$ cat config.mk
export PLATFORM = sky130hd
export DESIGN_NAME = dic_disp_tx
export DESIGN_NICKNAME = d
export VERILOG_FILES = /design/src/rtl/dic_disp_tx.sv
export SDC_FILE = /design/constraint.sdc
export NUM_CORES = 1
export LEC_CHECK = 0
export CAP_MARGIN = 40
export CORE_UTILIZATION = 55
export DETAILED_ROUTE_END_ITERATION = 10
export GPL_TIMING_DRIVEN = 0
export PLACE_DENSITY = 0.88
export SLEW_MARGIN = 20
export SYNTH_ARGS = -nofsm -noshare
export SYNTH_HDL_FRONTEND = slang
export SYNTH_SLANG_ARGS = --single-unit
$ cat constraint.sdc
create_clock -name clk -period 3.05 [get_ports clk]
set_clock_uncertainty 0.15 [all_clocks]
set_input_delay 0.61 -clock clk [delete_from_list [all_inputs] [get_ports clk]]
set_output_delay 0.61 -clock clk [all_outputs]
set_load 0.02 [all_outputs]
$ cat src/rtl/dic_disp_tx.sv
// rtl/dic_disp_tx.sv - snapshots MM:SS and alarm status, streams an ASCII status line to the UART TX
module dic_disp_tx #(
    parameter bit         SEND_CRLF  = 1'b1,
    parameter logic [7:0] ALARM_CHAR = 8'h2A
) (
    input  logic       clk,
    input  logic       rst,
    input  logic       send_req,
    input  logic [3:0] di_Mtens,
    input  logic [3:0] di_Mones,
    input  logic [3:0] di_Stens,
    input  logic [3:0] di_Sones,
    input  logic       alarm_ena,
    input  logic       tx_busy,
    output logic [7:0] tx_data,
    output logic       tx_data_vld,
    output logic       frame_busy
);

    localparam logic [2:0] LAST_IDX = SEND_CRLF ? 3'd7 : 3'd5;

    typedef enum logic [1:0] {
        ST_IDLE,
        ST_SEND,
        ST_HOLD,
        ST_WAIT
    } state_t;

    state_t     state;
    logic       pending;
    logic [2:0] byteIdx;
    logic [3:0] snapMtens;
    logic [3:0] snapMones;
    logic [3:0] snapStens;
    logic [3:0] snapSones;
    logic       snapAlarm;
    logic [7:0] curChar;

    function automatic logic [7:0] digitChar(input logic [3:0] v);
        return (v <= 4'd9) ? (8'h30 + {4'h0, v}) : 8'h3F;
    endfunction

    // Characters are built only from the snapshot so live digit changes never leak into a frame.
    always_comb begin
        curChar = 8'h00;
        case (byteIdx)
            3'd0:    curChar = digitChar(snapMtens);
            3'd1:    curChar = digitChar(snapMones);
            3'd2:    curChar = 8'h3A;
            3'd3:    curChar = digitChar(snapStens);
            3'd4:    curChar = digitChar(snapSones);
            3'd5:    curChar = snapAlarm ? ALARM_CHAR : 8'h20;
            3'd6:    curChar = 8'h0D;
            3'd7:    curChar = 8'h0A;
            default: curChar = 8'h00;
        endcase
    end

    always_ff @(posedge clk or negedge rst) begin
        if (!rst) begin
            state       <= ST_IDLE;
            pending     <= 1'b0;
            byteIdx     <= 3'd0;
            snapMtens   <= 4'd0;
            snapMones   <= 4'd0;
            snapStens   <= 4'd0;
            snapSones   <= 4'd0;
            snapAlarm   <= 1'b0;
            tx_data     <= 8'h00;
            tx_data_vld <= 1'b0;
            frame_busy  <= 1'b0;
        end else begin
            // One request is remembered while a frame is in flight; extras collapse into it.
            if (state != ST_IDLE && send_req) begin
                pending <= 1'b1;
            end
            case (state)
                ST_IDLE: begin
                    if (send_req || pending) begin
                        snapMtens  <= di_Mtens;
                        snapMones  <= di_Mones;
                        snapStens  <= di_Stens;
                        snapSones  <= di_Sones;
                        snapAlarm  <= alarm_ena;
                        pending    <= 1'b0;
                        byteIdx    <= 3'd0;
                        frame_busy <= 1'b1;
                        state      <= ST_SEND;
                    end
                end
                ST_SEND: begin
                    if (!tx_busy) begin
                        tx_data     <= curChar;
                        tx_data_vld <= 1'b1;
                        state       <= ST_HOLD;
                    end
                end
                ST_HOLD: begin
                    // Gives the UART a cycle to raise tx_busy before it is sampled again.
                    tx_data_vld <= 1'b0;
                    state       <= ST_WAIT;
                end
                ST_WAIT: begin
                    if (!tx_busy) begin
                        if (byteIdx == LAST_IDX) begin
                            frame_busy <= 1'b0;
                            state      <= ST_IDLE;
                        end else begin
                            byteIdx <= byteIdx + 3'd1;
                            state   <= ST_SEND;
                        end
                    end
                end
                default: state <= ST_IDLE;
            endcase
        end
    end

endmodule
==> metrics.cfg, run 1 <==
[outcome]
status=finished with violations
violations=DRC

[timing]
finalHoldViolations=0
timing.setup.tns_ns=0
relSlewSlack=0.540
fin_crit_sh=0.683
grt_setup_unrepaired=false
fmax_mhz=480
drv_slew=0
setup_viol=0
worst_slew_pin_slew_ns=0.690
finalCriticalPeriod_ns=2.08

[worst_setup_path]
cp-end-kind=output port
critPathArrivalTime_ns=1.32
cp_slowest_stage_delay_ns=0.61
crit_path_start=tx_data_vld$_DFFE_PN0P_
critPathLaunchType=flip-flop
critPathMaxFanout=3
rr_startpoint=byteIdx[2]$_DFFE_PN0P_
cp_slowest_cell=clkdlybuf4s50_1
critPathBufInv=1
crit_required_ns=2.29
path_class=reg -> out
path_delay_family=buffers and inverters
path_cells=clkdlybuf4s50_1

[logic_synthesis]
synth_edf_count=0
synth_cells=153
ys_types=33
syn-cell-area_um2=1670
seq_area_frac_synth=0.464
ys_ff_latch=31
async_flop_share=1.00
yosysWarnings=0
synth_ff_type=dfrtp_1
syn_area_per_cell_um2=10.9

[place]
dp_hpwl_um=2600
placed_area_um2=1990
gp_congestion=0.826
portBuffers=28

[layout]
diodes=0
syn_to_final_growth_pct=22.0
final_cell_area_um2=2040
final_common_cell=dfrtp_1
layout_common_cells=dfrtp_1 (31), clkdlybuf4s50_1 (27), mux2_2 (18)
nFillCells=216
nets=220
final_layout_size_suffix_gt1_frac=0.195

[global_routing]
grt_pass1_wl_um=5920
antenna_found_initial=0
grtUsageTotal=0.240
grt_max_degree=32
overflow=0
grt_pass1_vias=1376

[clock_tree]
numCtsBuffers=5
cts_setup_buffers=0
clockBufferDepth=2
cts_tree=yes
clock-sinks=31
postCtsHoldBufs=0
cts_resized=0
clock_latency_ns=0.34
cts_root_buffer=clkbuf_4
clk_pin_slew_worst_paths_ns=0.09
cts.htree.levels=2

[floorplanning]
io_pins=31
die-area_um2=3260
fp.dieW_um=57.1
die_h_um=57.1
start_util=0.591
row_count=19
coreArea_um2=2830

[pwr]
ir_drop_mv=0.480
total_power_mw=1.95
p_leak_nw=0.867
power.density_nw_per_um2=957

[routing]
wl_um=3380
drt_iter0_drc=34
ant_nets=0
drc=6
wl_per_cell_um=15.3
viasPerCell=5.91
vias=1307
drt-pass1-iter-count=7

[run]
drv_cap=0

[hold_path]
hold_class=in -> async

-- cells in the mapped netlist, types with 2 or more instances --
cell / number / area [um^2]
nand2_1: 8 / 30.0
o21ai_0: 14 / 70.1
buf_4: 2 / 15.0
o31ai_1: 4 / 30.0
mux2_2: 18 / 203
dfrtp_1: 31 / 776
ha_1: 10 / 125
o221ai_1: 2 / 17.5
o21a_1: 2 / 15.0
buf_6: 2 / 22.5
a211oi_1: 3 / 22.5
inv_1: 9 / 33.8
nand3_1: 2 / 10.0
a21oi_1: 10 / 50.1
mux2i_1: 2 / 20.0
a31oi_1: 4 / 25.0
nor2_1: 14 / 52.6
-- power by group --
part | switching [mW] | total, mW | internal (mW)
combinational | 0.474 | 0.958 | 0.483
clock | 0.135 | 0.225 | 0.0896
sequential | 0.168 | 0.770 | 0.602
total | 0.778 | 1.95 | 1.17
-- sequential cells by signal, summed over array words and instances (netlist names) --
register / count
tx_data: 6
snapMones: 4
snapMtens: 4
snapSones: 4
snapStens: 4
byteIdx: 3
state: 2
frame_busy: 1
pending: 1
snapAlarm: 1
tx_data_vld: 1
-- final timing paths --
| path | to | slack [ns] | depth (start not counted) |
|---|---|---|---|
| max | tx_data_vld | 0.97 | 1 |
| min | snapMtens[2]$_DFFE_PN0P_ | 0.16 | 1 |
| max reg2reg | tx_data[2]$_DFFE_PN0P_ | 1.05 | 7 |
| min reg2reg | tx_data[2]$_DFFE_PN0P_ | 0.35 | 2 |
| max in group asynchronous | tx_data[2]$_DFFE_PN0P_ | 2.15 | 1 |
| min in group clk | tx_data[2]$_DFFE_PN0P_ | 0.35 | 2 |
-- final cells by class --
class                           count  area [um^2]  area share
Buffer                              5         42.5      0.0209
Clock buffer                        7         45.0      0.0221
Clock inverter                      1         5.00     0.00245
Inverter                            9         33.8      0.0166
Multi-Input combinational cell    109          823       0.404
Sequential cell                    31          776       0.380
Tap cell                           31         38.8      0.0190
Timing Repair Buffer               28          275       0.135
-- cell families after synthesis --
| kind of cell | Yosys count | share of synthesized area |
|---|---|---|
| AOI/OAI and AO/OA | 47 | 0.195 |
| DFF | 31 | 0.464 |
| and+or+nand+nor | 30 | 0.0853 |
| muxes | 20 | 0.133 |
| buffers and inverters | 14 | 0.0457 |
| adders and majority gates | 10 | 0.0749 |
| other | 1 | 0.00224 |
-- routing by layer --
| metal | global-route usage | wire, um | vias to the layer above |
|---|---|---|---|
| met1 | 0.270 | 1410 | 648 |
| met4 | 0.108 | 68 | 0 |
| met2 | 0.417 | 1730 | 34 |
| met3 | 0.0748 | 165 | 8 |
| met5 | 0 | 0 | - |
| li1 | - | - | 617 |
-- through the flow --
stage | cells | setup slack, ns | util | hold WS, ns
after global placement | 213 | 0.723 | 0.705 | 0.318
after global routing | 221 | 0.912 | 0.721 | 0.183
after floorplan | 154 | 1.28 | - | 0.164
after CTS | 221 | 0.954 | 0.721 | 0.173
final | 221 | 0.967 | 0.721 | 0.158
after detailed placement | 213 | 0.824 | 0.703 | 0.324
(Power assumes the default switching activity.)
==> run 2: changes to the inputs <==
CORE_UTILIZATION = 46   (was 55)
PLACE_DENSITY = 0.79   (was 0.88)
clock period = 1.85 ns   (was 3.05 ns; I/O delays follow)
==> run 2 against run 1 <==
The flow now finishes without violations. Count of clock-buffer cells in the layout fell by 1. Die area rose by 19%. Combinational power rose by 91%. Cell count rose by 9.0%. Largest cell class unchanged. Worst hold slack improved by 0.19 ns. Flip-flop and latch count did not move. Via count rose by 2.5%. Clock power rose by 84%.
==> metrics.cfg, run 2 (synthesis results as in run 1) <==
[clock_tree]
clk_pin_slew_worst_paths_ns=0.11  ; +0.02 ns
clock-sinks=31  ; unchanged
numCtsBuffers=5  ; unchanged
cts_tree=yes
cts_root_buffer=clkbuf_4
cts.htree.levels=2  ; unchanged
clock_latency_ns=0.34  ; about the same
clockBufferDepth=2  ; unchanged

[routing]
vias=1340  ; +2.5%
drt_iter0_drc=83  ; +140%
wl_um=3910  ; +16%
ant_nets=0  ; unchanged
wl_per_cell_um=16.2  ; +6.3%
viasPerCell=5.56  ; -6.0%
drt-pass1-iter-count=4  ; -3
drc=0  ; -6

[timing]
worst_slew_pin_slew_ns=0.701  ; +0.0105 ns
relSlewSlack=0.533  ; -0.00699
fin_ws_ns=0.0481  ; -0.919 ns
drv_slew=0  ; unchanged
fmax_mhz=555
finalHoldViolations=0  ; unchanged
hold_ws_ns=0.346  ; +0.188 ns
fin_crit_sh=0.974
setup_viol=0  ; unchanged
finalCriticalPeriod_ns=1.80

[place]
gp_congestion=0.838  ; +1.5%
dp.cells=228  ; +7.0%
placed_area_um2=2010  ; +0.94%
portBuffers=28  ; unchanged
post-place-ws_ns=-0.161  ; -0.985 ns
dp_hpwl_um=2610  ; +0.41%

[floorplanning]
start_util=0.489  ; -0.102
die-area_um2=3880  ; +19%
row_count=21  ; +2
io_pins=31  ; unchanged
coreArea_um2=3420  ; +21%
fp.dieW_um=62.3  ; +9.0%
die_h_um=62.3  ; +9.0%

[layout]
diodes=0  ; unchanged
regMostFlops=tx_data
nFillCells=245  ; +13%
final_layout_size_suffix_gt1_frac=0.313  ; +0.118
layout_common_cells=dfrtp_1 (28), clkdlybuf4s50_1 (19), mux2_2 (18)
final_common_cell=dfrtp_1
syn_to_final_growth_pct=35.4
largest_register_ffs=6  ; unchanged
final_cell_area_um2=2260  ; +11%
fin_cells=241  ; +9.0%
nets=226  ; +2.7%

[pwr]
ir_drop_mv=0.797  ; +66%
p_sw_frac=0.407  ; +0.00813
power.density_nw_per_um2=1570  ; +64%
power.internal_mw=2.11  ; +79%
pwr-share-comb=0.515  ; +0.025
p_sw_mw=1.44  ; +85%
p_leak_nw=0.949  ; +9.4%
clkPwrFrac=0.116  ; about the same
p_seq_frac=0.369  ; -0.025

[global_routing]
grt_pass1_wl_um=6120  ; +3.4%
antenna_found_initial=0  ; unchanged
grt_max_degree=32  ; unchanged
overflow=0  ; unchanged
grtUsageTotal=0.204  ; -0.0352
grt_pass1_vias=1337  ; -2.8%

[worst_setup_path]
cp_slowest_stage_delay_ns=0.45  ; -0.16 ns
critPathMaxFanout=7  ; +4
path_cells=inv_1, ha_2, nand2b_4, a21oi_1, o221ai_2, o22a_1
cp-end-kind=flip-flop
critPathBufInv=1  ; unchanged
path_class=reg -> reg
path_delay_family=compound AO/OA/AOI/OAI gates
critPathArrivalTime_ns=1.89  ; +0.57 ns
cp_slowest_cell=dfrtp_1
critPathLaunchType=flip-flop
crit_required_ns=1.94  ; -0.35 ns

[outcome]
status=complete, no violations

[run]
drv_cap=0  ; unchanged

[hold_path]
hold_class=reg -> reg

-- run 2: worst reg2reg max path, stage by stage, from the launching register on --
cell	delay [ns]
dfrtp_1	0.45
inv_1	0.11
ha_2	0.23
nand2b_4	0.09
a21oi_1	0.31
o221ai_2	0.16
o22a_1	0.20
-- run 2: power groups by stage --
stage | sequential, mW | clock, mW | combinational (mW)
floorplan | 1.28 | 0 | 1.10
global placement | 1.25 | 0 | 1.49
detailed placement | 1.29 | 0 | 1.56
CTS | 1.27 | 0.422 | 1.63
global route | 1.35 | 0.457 | 1.99
finish | 1.31 | 0.413 | 1.83
-- run 2: what timing repair did --
item / CTS / global route
endpoints found under the hold margin: 31 / 0
pin swaps: 1 / 1
endpoints found under the setup margin: 7 / 31
hold buffers: 1 / 0
gates resized for setup: 8 / 28
buffers inserted: 2 / 3
-- run 2: layer usage --
layer | share of wire | GRT usage | up-vias | routed length, um
li1 | - | - | 627 | -
met1 | 0.41 | 0.244 | 656 | 1600
met2 | 0.52 | 0.350 | 48 | 2050
met3 | 0.051 | 0.0607 | 9 | 200
met4 | 0.018 | 0.0698 | 0 | 70
met5 | 0 | 0 | - | 0
-- run 2: layout make-up --
cell class / count / area, um^2 / share of cell area
plain buffers: 5 / 45.0 / 0.0199
flip-flops and latches: 31 / 779 / 0.344
well taps: 46 / 57.6 / 0.0254
repair buffers: 34 / 339 / 0.150
multi-input cells: 109 / 952 / 0.421
clock buffers: 6 / 51.3 / 0.0227
inverters: 9 / 33.8 / 0.0149
clock inverters: 1 / 5.00 / 0.00221
-- run 2: per-stage QoR --
step	utilization	TNS, ns	total power, mW
finish	0.663	0	3.55
global route	0.663	-0.0507	3.80
CTS	0.622	0	3.32
detailed placement	0.588	-0.943	2.85
global placement	0.589	-8.49	2.74
floorplan	-	0	2.38
-- run 2: path summary, 6_finish.rpt --
kind / from / end / slack [ns] / cells past startpoint
max: state[1]$_DFFE_PN0P_ / tx_data[1]$_DFFE_PN0P_ / 0.05 / 6
max in group asynchronous: rst / byteIdx[0]$_DFFE_PN0P_ / 0.60 / 2
min reg2reg: tx_data[2]$_DFFE_PN0P_ / tx_data[2]$_DFFE_PN0P_ / 0.35 / 2
min: tx_data[2]$_DFFE_PN0P_ / tx_data[2]$_DFFE_PN0P_ / 0.35 / 2
max reg2reg: state[1]$_DFFE_PN0P_ / tx_data[1]$_DFFE_PN0P_ / 0.05 / 6
min in group asynchronous: rst / byteIdx[2]$_DFFE_PN0P_ / 0.46 / 2
